[config.mk]
export PLATFORM = sky130hd
export DESIGN_NAME = crc_stream_engine
export DESIGN_NICKNAME = d
export VERILOG_FILES = /design/src/rtl/crc_stream_pkg.sv /design/src/rtl/crc_byte_update.sv /design/src/rtl/crc_stream_engine.sv
export SDC_FILE = /design/constraint.sdc
export NUM_CORES = 1
export LEC_CHECK = 0
export CORE_MARGIN = 2
export CORE_UTILIZATION = 29
export DETAILED_ROUTE_END_ITERATION = 8
export PLACE_DENSITY_LB_ADDON = 0.15
export SLEW_MARGIN = 20
export SYNTH_ARGS = -nofsm -noshare
export SYNTH_HDL_FRONTEND = slang
export SYNTH_SLANG_ARGS = --single-unit
[constraint.sdc]
create_clock -name clk_i -period 12.11 [get_ports clk_i]
set_input_delay 2.422 -clock clk_i [delete_from_list [all_inputs] [get_ports clk_i]]
set_output_delay 2.422 -clock clk_i [all_outputs]
set_load 0.005 [all_outputs]
[src/rtl/crc_stream_pkg.sv]
// ---------------------------------------------------------------------------
// crc_stream_pkg
// Shared types and helpers for the streaming CRC engine.
//   state_t      : engine FSM states (IDLE, ACCUM, RESULT)
//   crc_preset_t : bundle of the parameters that define one CRC flavour
//   CRC32_ETH    : Ethernet / zlib CRC-32
//   CRC16_ARC    : CRC-16/ARC
//   reflect_n()  : bit-reverse the low 'width' bits of a 64-bit value
// ---------------------------------------------------------------------------
package crc_stream_pkg;

    typedef enum logic [1:0] {
        IDLE,
        ACCUM,
        RESULT
    } state_t;

    typedef struct packed {
        logic [63:0] poly;
        logic [63:0] init;
        logic        ref_in;
        logic        ref_out;
        logic [63:0] xor_out;
    } crc_preset_t;

    localparam crc_preset_t CRC32_ETH = '{
        poly:    64'h04C11DB7,
        init:    64'hFFFFFFFF,
        ref_in:  1'b1,
        ref_out: 1'b1,
        xor_out: 64'hFFFFFFFF
    };

    localparam crc_preset_t CRC16_ARC = '{
        poly:    64'h8005,
        init:    64'h0,
        ref_in:  1'b1,
        ref_out: 1'b1,
        xor_out: 64'h0
    };

    // Bits at and above 'width' come back as zero.
    function automatic logic [63:0] reflect_n(input logic [63:0] value, input int width);
        logic [63:0] result;
        result = '0;
        for (int i = 0; i < 64; i++) begin
            if (i < width) begin
                result[i] = value[width - 1 - i];
            end
        end
        return result;
    endfunction

endpackage

[src/rtl/crc_byte_update.sv]
// ---------------------------------------------------------------------------
// crc_byte_update
// Combinational fold of one byte into a CRC register.
//   crc_in    : register value before the byte
//   data_byte : byte to fold in
//   crc_out   : register value after the byte
// With REF_IN=1 the register is kept in reflected form: the byte enters at the
// LSB end and the reflected polynomial is used with right shifts (bit 0 of the
// byte first). With REF_IN=0 the byte enters at the MSB end with left shifts.
// ---------------------------------------------------------------------------
module crc_byte_update
    import crc_stream_pkg::*;
#(
    parameter logic [63:0] POLY     = 64'h04C11DB7,
    parameter int          CRC_SIZE = 32,
    parameter int          REF_IN   = 1
) (
    input  logic [CRC_SIZE-1:0] crc_in,
    input  logic [7:0]          data_byte,
    output logic [CRC_SIZE-1:0] crc_out
);

    localparam logic [63:0]         POLY_REF_64 = reflect_n(POLY, CRC_SIZE);
    localparam logic [CRC_SIZE-1:0] POLY_FWD    = POLY[CRC_SIZE-1:0];
    localparam logic [CRC_SIZE-1:0] POLY_REF    = POLY_REF_64[CRC_SIZE-1:0];

    logic [CRC_SIZE-1:0] work;

    // Eight single-bit LFSR steps unrolled into one combinational cone.
    always_comb begin
        work = crc_in;
        if (REF_IN != 0) begin
            work = work ^ CRC_SIZE'(data_byte);
            for (int b = 0; b < 8; b++) begin
                work = work[0] ? ((work >> 1) ^ POLY_REF) : (work >> 1);
            end
        end else begin
            work = work ^ (CRC_SIZE'(data_byte) << (CRC_SIZE - 8));
            for (int b = 0; b < 8; b++) begin
                work = work[CRC_SIZE-1] ? ((work << 1) ^ POLY_FWD) : (work << 1);
            end
        end
        crc_out = work;
    end

endmodule

[src/rtl/crc_stream_engine.sv]
// ---------------------------------------------------------------------------
// crc_stream_engine
// Streaming multi-lane CRC with valid/ready input, last/keep framing and a
// registered per-packet result.
//   clk_i, rst_n_i   : clock, asynchronous active-low reset
//   soft_reset_i     : synchronous abort of packet and pending result
//   s_valid_i/s_ready_o, s_data_i, s_keep_i, s_last_i : input beat stream
//   res_valid_o/res_ready_i : result handshake
//   res_crc_o, res_len_o, res_ok_o : final CRC, byte count, check flag
// ---------------------------------------------------------------------------
module crc_stream_engine
    import crc_stream_pkg::*;
#(
    parameter logic [63:0] POLY        = 64'h04C11DB7,
    parameter int          CRC_SIZE    = 32,
    parameter logic [63:0] INIT        = 64'hFFFFFFFF,
    parameter int          REF_IN      = 1,
    parameter int          REF_OUT     = 1,
    parameter logic [63:0] XOR_OUT     = 64'hFFFFFFFF,
    parameter int          DATA_BYTES  = 4,
    parameter int          LEN_WIDTH   = 16,
    parameter int          CHECK_EN    = 0,
    parameter logic [63:0] CHECK_VALUE = 64'h2144DF1C
) (
    input  logic                    clk_i,
    input  logic                    rst_n_i,
    input  logic                    soft_reset_i,
    input  logic                    s_valid_i,
    output logic                    s_ready_o,
    input  logic [8*DATA_BYTES-1:0] s_data_i,
    input  logic [DATA_BYTES-1:0]   s_keep_i,
    input  logic                    s_last_i,
    output logic                    res_valid_o,
    input  logic                    res_ready_i,
    output logic [CRC_SIZE-1:0]     res_crc_o,
    output logic [LEN_WIDTH-1:0]    res_len_o,
    output logic                    res_ok_o
);

    // A reflected register holds INIT in reflected form, so the preset and the
    // output reflection are both relative to that: the output is only
    // bit-reversed when REF_OUT differs from REF_IN.
    localparam logic [63:0]          INIT_REF_64 = reflect_n(INIT, CRC_SIZE);
    localparam logic [CRC_SIZE-1:0]  CRC_PRESET  = (REF_IN != 0) ? INIT_REF_64[CRC_SIZE-1:0]
                                                                 : INIT[CRC_SIZE-1:0];
    localparam logic [CRC_SIZE-1:0]  XOR_N       = XOR_OUT[CRC_SIZE-1:0];
    localparam logic [CRC_SIZE-1:0]  CHECK_N     = CHECK_VALUE[CRC_SIZE-1:0];
    localparam logic [LEN_WIDTH-1:0] LEN_MAX     = '1;

    state_t               state_q, state_d;
    logic                 ready_q, ready_d;
    logic                 accept;
    logic                 load_result;

    logic [CRC_SIZE-1:0]  crc_q;
    logic [LEN_WIDTH-1:0] len_q;
    logic [CRC_SIZE-1:0]  chain [DATA_BYTES+1];
    logic [CRC_SIZE-1:0]  lane_upd [DATA_BYTES];
    logic [CRC_SIZE-1:0]  crc_raw, crc_refl, crc_final, crc_out_d;
    logic [LEN_WIDTH:0]   keep_count, len_sum;
    logic [LEN_WIDTH-1:0] len_next;

    logic [CRC_SIZE-1:0]  res_crc_q;
    logic [LEN_WIDTH-1:0] res_len_q;
    logic                 res_ok_q;

    assign accept      = s_valid_i && ready_q;
    assign s_ready_o   = ready_q;
    assign res_valid_o = (state_q == RESULT);
    assign res_crc_o   = res_crc_q;
    assign res_len_o   = res_len_q;
    assign res_ok_o    = res_ok_q;

    // Lane chain: lane 0 sees the stored register, each later lane sees the
    // previous lane's result, and a lane with keep=0 passes its input through.
    assign chain[0] = crc_q;
    for (genvar lane = 0; lane < DATA_BYTES; lane++) begin : g_lane
        crc_byte_update #(
            .POLY     (POLY),
            .CRC_SIZE (CRC_SIZE),
            .REF_IN   (REF_IN)
        ) u_byte_update (
            .crc_in    (chain[lane]),
            .data_byte (s_data_i[8*lane +: 8]),
            .crc_out   (lane_upd[lane])
        );
        assign chain[lane+1] = s_keep_i[lane] ? lane_upd[lane] : chain[lane];
    end

    assign crc_raw = chain[DATA_BYTES];

    // Finalisation of the register as it would stand after this beat.
    always_comb begin
        crc_refl = '0;
        for (int i = 0; i < CRC_SIZE; i++) begin
            crc_refl[i] = crc_raw[CRC_SIZE - 1 - i];
        end
        crc_final = (REF_OUT != REF_IN) ? crc_refl : crc_raw;
        crc_out_d = crc_final ^ XOR_N;
    end

    // Byte count for this beat; the one-bit-wider sum catches overflow so the
    // length sticks at its maximum instead of wrapping.
    always_comb begin
        keep_count = '0;
        for (int k = 0; k < DATA_BYTES; k++) begin
            keep_count = keep_count + {{LEN_WIDTH{1'b0}}, s_keep_i[k]};
        end
        len_sum  = {1'b0, len_q} + keep_count;
        len_next = len_sum[LEN_WIDTH] ? LEN_MAX : len_sum[LEN_WIDTH-1:0];
    end

    // Next-state logic. Soft reset overrides everything and throws away any
    // beat offered in the same cycle. Ready is registered from the next state,
    // which keeps it low through reset and for the one-cycle result bubble.
    always_comb begin
        state_d     = state_q;
        load_result = 1'b0;
        case (state_q)
            IDLE, ACCUM: begin
                if (accept) begin
                    state_d     = s_last_i ? RESULT : ACCUM;
                    load_result = s_last_i;
                end
            end
            RESULT: begin
                if (res_ready_i) begin
                    state_d = IDLE;
                end
            end
            default: state_d = IDLE;
        endcase
        if (soft_reset_i) begin
            state_d     = IDLE;
            load_result = 1'b0;
        end
        ready_d = (state_d != RESULT);
    end

    // State and ready registers.
    always_ff @(posedge clk_i or negedge rst_n_i) begin
        if (!rst_n_i) begin
            state_q <= IDLE;
            ready_q <= 1'b0;
        end else begin
            state_q <= state_d;
            ready_q <= ready_d;
        end
    end

    // Accumulator and result registers. The accumulator is re-preset as soon
    // as the result is captured, so IDLE always starts from a clean register.
    always_ff @(posedge clk_i or negedge rst_n_i) begin
        if (!rst_n_i) begin
            crc_q     <= CRC_PRESET;
            len_q     <= '0;
            res_crc_q <= '0;
            res_len_q <= '0;
            res_ok_q  <= 1'b0;
        end else if (soft_reset_i) begin
            crc_q     <= CRC_PRESET;
            len_q     <= '0;
            res_crc_q <= '0;
            res_len_q <= '0;
            res_ok_q  <= 1'b0;
        end else if (load_result) begin
            crc_q     <= CRC_PRESET;
            len_q     <= '0;
            res_crc_q <= crc_out_d;
            res_len_q <= len_next;
            res_ok_q  <= (CHECK_EN != 0) && (crc_out_d == CHECK_N);
        end else if (accept) begin
            crc_q <= crc_raw;
            len_q <= len_next;
        end
    end

endmodule

==> impl_metrics.json, run 1 <==
{
  "die-area_um2": 34060,
  "die_x_um": 184.5,
  "grt_antenna_before_repair": 1,
  "skew_ns": 0.009568,
  "r2r_start": "crc_q[3]",
  "vias": 7230,
  "syn_area_per_cell_um2": 9.786,
  "fin_setup_tns_ns": 0,
  "synthMuxAreaShare": 0.07717,
  "min_period_ns": 8.415,
  "status": "complete, no violations",
  "drive_gt1_frac": 0.1086,
  "port_buffers": 91,
  "highest_layer": "met4",
  "fmax_mhz": 118.8,
  "hold_path.class": "flop to flop",
  "start_util": 0.2928,
  "drt-total-wl_mm": 32.17,
  "yosysWarnings": 0,
  "maxCapViolCount": 0,
  "clkTransAtPathRegs_ns": 0.08,
  "endpoint": "res_crc_o[21]",
  "dr_wl_met2_mm": 14.53,
  "regArea_um2": 2517,
  "stdcell_area_um2": 11090,
  "synth-compound-area-share": 0.1457,
  "crit_path_start": "s_data_i[3]",
  "ios": 93,
  "synth_cell_type_count": 63,
  "post-cts-setup-buffers": 0,
  "r2r-end": "res_crc_o[21]",
  "first_iter_violations": 455,
  "gr-total-overflow": 0,
  "hpwl_mm": 24.77,
  "end_kind": "flop",
  "synth.net_count": 1012,
  "viasPerCell": 4.908,
  "place.gp.congestion": 0.8831,
  "grt_max_degree": 64,
  "synth_top_family_by_area": "XOR/XNOR gates",
  "critPathLaunchType": "input pin",
  "seq_area_frac_synth": 0.2663,
  "htree_num_levels": 3,
  "hold_viol": 0,
  "crit_arrival_ns": 8.71,
  "multi_input_comb_area_um2": 6684,
  "cts_root_buffer": "clkbuf_16",
  "rows": 66,
  "clockBufferDepth": 2,
  "cts_tree": "yes",
  "worst_slew_pin_slew_ns": 0.9545,
  "avgRoutedWirePerCell_um": 21.84,
  "synth_edf_count": 0,
  "synthSimpleGateAreaFrac": 0.1148,
  "worst-path-max-fanout": 9,
  "synth_cells": 966,
  "r2r_cells": 15,
  "cts_sinks": 99,
  "grtUsageTotal": 0.1913,
  "grt_pass1_wl_mm": 47.87,
  "synth-async-reset-ratio": 1.000,
  "maxSlewHeadroom": 0.3591,
  "crit_type": "input pin to flop",
  "core_um2": 32290,
  "finalCritPeriodShare": 0.6949,
  "first_pass_iters": 5,
  "cts_hold_buf": 0,
  "slew_violations": 0,
  "diodes": 0,
  "met1Wirelength_mm": 15.64,
  "synthXorXnorAreaFrac": 0.3592,
  "fp.dieH_um": 184.5,
  "critPathRequiredTime_ns": 12.40,
  "drc": 0,
  "rsz0062_at_grt": "false",
  "cts_buffers": 9,
  "finalSetupViolCount": 0,
  "nets": 1072,
  "placed_area_um2": 10790,
  "area_growth_pct": 17.27,
  "synthAdderAreaFrac": 0.007677,
  "clk_latency_ns": 0.35,
  "netlist_area_um2": 9453,
  "ant_nets": 0,
  "synth_ff_type": "dfrtp_1",
  "grt_pass1_vias": 7224,
  "worst-r2r-setup-slack_ns": 5.63,
  "synth_seq_cells": 99,
  "cts.repair.resized": 0,
  "route.met3.wl_mm": 1.456,
  "fillers": 3333
}
[state kept, by name, indices dropped and copies added (netlist names)]
name and flops:
crc_q 32, res_len_o 16, res_crc_o 32, len_q 16, s_ready_o 1, state_q 2
[worst max-delay path, stage by stage]
cell             delay, ns
clkdlybuf4s50_1       0.56
xor2_4                0.45
xnor3_1               0.48
mux2i_1               0.32
xnor3_1               0.52
a21o_1                0.18
a31oi_2               0.46
xor2_2                0.26
xnor2_1               0.81
or2_2                 0.24
a21oi_1               0.09
a2111oi_4             0.74
xnor2_1               0.24
xnor2_1               0.39
mux2i_1               0.35
a22o_1                0.18
[logic make-up after synthesis]
family | Yosys count
simple gates | 242
mux | 68
flops | 99
fa+ha+maj | 4
xor+xnor | 273
other cells | 1
buf+inv | 70
compound gates | 209
[metal layers]
metal | up-vias | track usage
met5 | - | 0
met4 | 0 | 0.04480
met3 | 19 | 0.01778
met2 | 207 | 0.3035
met1 | 3562 | 0.2800
li1 | 3442 | -
[final cells by class]
| type | count | area share |
|---|---|---|
| clock buffers | 9 | 0.02032 |
| clock inverters | 7 | 0.006095 |
| multi-input cells | 797 | 0.6029 |
| inverters | 16 | 0.005418 |
| flip-flops and latches | 99 | 0.2271 |
| repair buffers | 103 | 0.08826 |
| well taps | 442 | 0.04989 |
[how the worst min path moves through the flow]
stage / start / endpoint / cells after the start
floorplan: state_q[1] / state_q[0] / 1
global placement: res_len_o[8] / res_len_o[8] / 1
detailed placement: res_len_o[8] / res_len_o[8] / 1
CTS: res_len_o[8] / res_len_o[8] / 1
global route: res_len_o[8] / res_len_o[8] / 1
finish: res_len_o[8] / res_len_o[8] / 1
[cell usage in the layout (no fill, tap or decap), drive strengths merged, types with 17 or more instances in the layout]
cell type and n:
a21o 22, a21oi 69, a22o 20, buf 17, clkdlybuf4s50 86, dfrtp 67
dfstp 32, inv 19, mux2i 59, nand2 83, nor2 85, o21ai 54
xnor2 153, xnor3 42, xor2 66
[Yosys cell counts, types with 12 or more instances]
cell type	n	share of area
a21o_1	22	0.017
a21oi_1	65	0.034
a22o_1	20	0.019
and2_1	13	0.0086
clkbuf_1	45	0.018
dfrtp_1	67	0.18
dfstp_2	32	0.089
inv_1	15	0.0060
mux2i_1	56	0.059
nand2_1	83	0.033
nand3_1	13	0.0069
nor2_1	85	0.034
o21ai_0	42	0.022
o21ai_1	12	0.0064
xnor2_1	140	0.13
xnor3_1	41	0.098
xor2_1	57	0.053
[per-stage QoR]
| stage | cells | utilization | hold WS [ns] | setup slack, ns |
|---|---|---|---|---|
| 6_report | 1473 | 0.3433 | 0.4821 | 3.695 |
| 5_1_grt | 1473 | 0.3433 | 0.4918 | 3.340 |
| 4_1_cts | 1473 | 0.3433 | 0.4879 | 3.614 |
| 3_5_place_dp | 1457 | 0.3343 | 0.4689 | 3.328 |
| 3_3_place_gp | 1457 | 0.3343 | 0.4609 | 3.288 |
| 2_1_floorplan | 966 | - | 0.4524 | 4.971 |
Power of run 1 is not shown: default switching activity piles up to over one toggle a cycle in this logic, so the estimate is an artifact.
==> run 2: changes to the inputs <==
==> constraint.sdc (replaced) <==
create_clock -name clk_i -period 7.5 [get_ports clk_i]
set_input_delay 1.5 -clock clk_i [delete_from_list [all_inputs] [get_ports clk_i]]
set_output_delay 1.5 -clock clk_i [all_outputs]
set_load 0.005 [all_outputs]
==> impl_metrics.json, run 2 (same netlist as run 1, synthesis figures left out) <==
{
  "critPathLaunchType": "input pin",
  "crit_top_cell": "xnor3_1",
  "cp.buffers_inverters": 1,
  "hold_path.class": "flop to flop",
  "grt_pass1_vias": 7302,
  "grt_antenna_before_repair": 0,
  "viasPerCell": 4.799,
  "cts_hold_buf": 0,
  "core_um2": 32290,
  "worst_slew_pin_slew_ns": 0.8157,
  "ios": 93,
  "crit_type": "input pin to flop",
  "clkTransAtPathRegs_ns": 0.07,
  "cts_sinks": 99,
  "ant_nets": 0,
  "status": "complete, no violations",
  "crit_arrival_ns": 7.01,
  "grt_max_degree": 63,
  "clk_latency_ns": 0.36,
  "drt-total-wl_mm": 31.47,
  "place.gp.congestion": 0.8567,
  "post-cts-setup-buffers": 0,
  "cts_buffers": 9,
  "clockBufferDepth": 2,
  "fillers": 3328,
  "gr-total-overflow": 0,
  "die-area_um2": 34060,
  "rsz0062_at_grt": "false",
  "skew_ns": 0.01398,
  "die_x_um": 184.5,
  "final_common_cell": "xnor2_1",
  "htree_num_levels": 3,
  "diodes": 0,
  "drive_gt1_frac": 0.1411,
  "port_buffers": 91,
  "grtUsageTotal": 0.1896,
  "critPathRequiredTime_ns": 7.71,
  "path_cells": "clkdlybuf4s50_1 -> xor2_4 -> xor2_4 -> xnor3_1 -> mux2i_4 -> xnor3_1 -> xnor2_2 -> a21oi_4 -> xnor3_1 -> xor2_1 -> a21oi_2 -> xor3_2 -> xnor2_2 -> xnor3_1 -> mux2i_1 -> o21ai_1",
  "rows": 66,
  "final_cell_mix": "xnor2_1 (140), clkdlybuf4s50_1 (86), nor2_1 (85), nand2_1 (83), dfrtp_1 (67)",
  "vias": 7256,
  "worst-path-max-fanout": 8,
  "cts_tree": "yes",
  "finalSetupViolCount": 0,
  "slowest_delay_ns": 0.58,
  "avgRoutedWirePerCell_um": 20.81,
  "cts.repair.resized": 0,
  "start_util": 0.2928,
  "fmax_mhz": 147.0,
  "slew_violations": 0,
  "hpwl_mm": 24.48,
  "area_growth_pct": 20.63,
  "drc": 0,
  "fin_setup_tns_ns": 0,
  "end_kind": "flop",
  "slowest_stage": "clkdlybuf4s50_1",
  "min_period_ns": 6.800,
  "first_pass_iters": 5,
  "nets": 1111,
  "first_iter_violations": 556,
  "cts_root_buffer": "clkbuf_16",
  "maxCapViolCount": 0,
  "crit_family": "XOR/XNOR gates",
  "hold_viol": 0,
  "grt_pass1_wl_mm": 47.63,
  "maxSlewHeadroom": 0.4523,
  "fp.dieH_um": 184.5,
  "finalCritPeriodShare": 0.9067
}
-- run 2: cell types whose count changed in the layout (fill, tap and decap cells not counted), sizes merged --
| cell | delta |
|---|---|
| clkbuf | +1 |
| buf | +39 |
| inv | -2 |
| clkinv | +1 |
-- run 2: per-stage QoR --
stage / setup slack (ns) / std cells / instance area, µm² / utilization / hold WS, ns
6_report: 0.6995 / 1512 / 11400 / 0.3532 / 0.4778
5_1_grt: 0.4608 / 1512 / 11400 / 0.3532 / 0.4951
4_1_cts: 0.6529 / 1512 / 11400 / 0.3532 / 0.4824
3_5_place_dp: 0.2990 / 1496 / 11090 / 0.3433 / 0.4647
3_3_place_gp: 0.4017 / 1496 / 11090 / 0.3433 / 0.4603
2_1_floorplan: 1.283 / 966 / 9453 / - / 0.4524
-- run 2: path summary, 6_finish.rpt --
kind                              startpoint            end  cells past startpoint  slack (ns)
min in group asynchronous            rst_n_i  res_crc_o[25]                      1        1.15
max in group asynchronous            rst_n_i   res_crc_o[5]                      2        5.18
worst min register to register  res_len_o[8]   res_len_o[8]                      1        0.48
worst max-delay path             s_data_i[3]  res_crc_o[18]                     16        0.70
worst max register to register      crc_q[3]  res_crc_o[18]                     15        1.74
worst min-delay path            res_len_o[8]   res_len_o[8]                      1        0.48
-- run 2: final cells by class --
cell class                 count  area [µm²]  share of cell area
clock buffer                  10       250.2             0.02194
inverter                      16       60.06            0.005267
clock inverter                 6       67.56            0.005925
sequential                    99        2517              0.2208
tap                          442       553.0             0.04850
timing repair buffer         142        1271              0.1115
multi-input combinational    797        6684              0.5861
-- run 2: worst reg2reg max path: cells and delay by family, from the launching register on --
| family | cells | cell delay, ns |
|---|---|---|
| muxes | 2 | 0.45 |
| DFF | 1 | 0.68 |
| xor gates and xnor gates | 10 | 3.77 |
| AOI/OAI and AO/OA | 3 | 0.71 |
-- run 2: per-layer routing --
layer / GRT usage / vias up / part of all wire
met3: 0.01521 / 16 / 0.040
met1: 0.2839 / 3550 / 0.49
li1: - / 3507 / -
met5: 0 / - / 0
met2: 0.2970 / 183 / 0.45
met4: 0.04000 / 0 / 0.015
Power of run 2 is left out for the same reason.
==> run 3: changes to the inputs <==
--- a/config.mk
+++ b/config.mk
@@ -8,8 +8,10 @@
 export CORE_MARGIN = 2
 export CORE_UTILIZATION = 29
 export DETAILED_ROUTE_END_ITERATION = 8
+export GPL_TIMING_DRIVEN = 1
 export PLACE_DENSITY_LB_ADDON = 0.15
 export SLEW_MARGIN = 20
 export SYNTH_ARGS = -nofsm -noshare
 export SYNTH_HDL_FRONTEND = slang
 export SYNTH_SLANG_ARGS = --single-unit
+export TNS_END_PERCENT = 20
==> results of run 3 <==
No change in the layout: final DEF, timing and power equal those of run 2.
Power of run 3 is left out for the same reason.
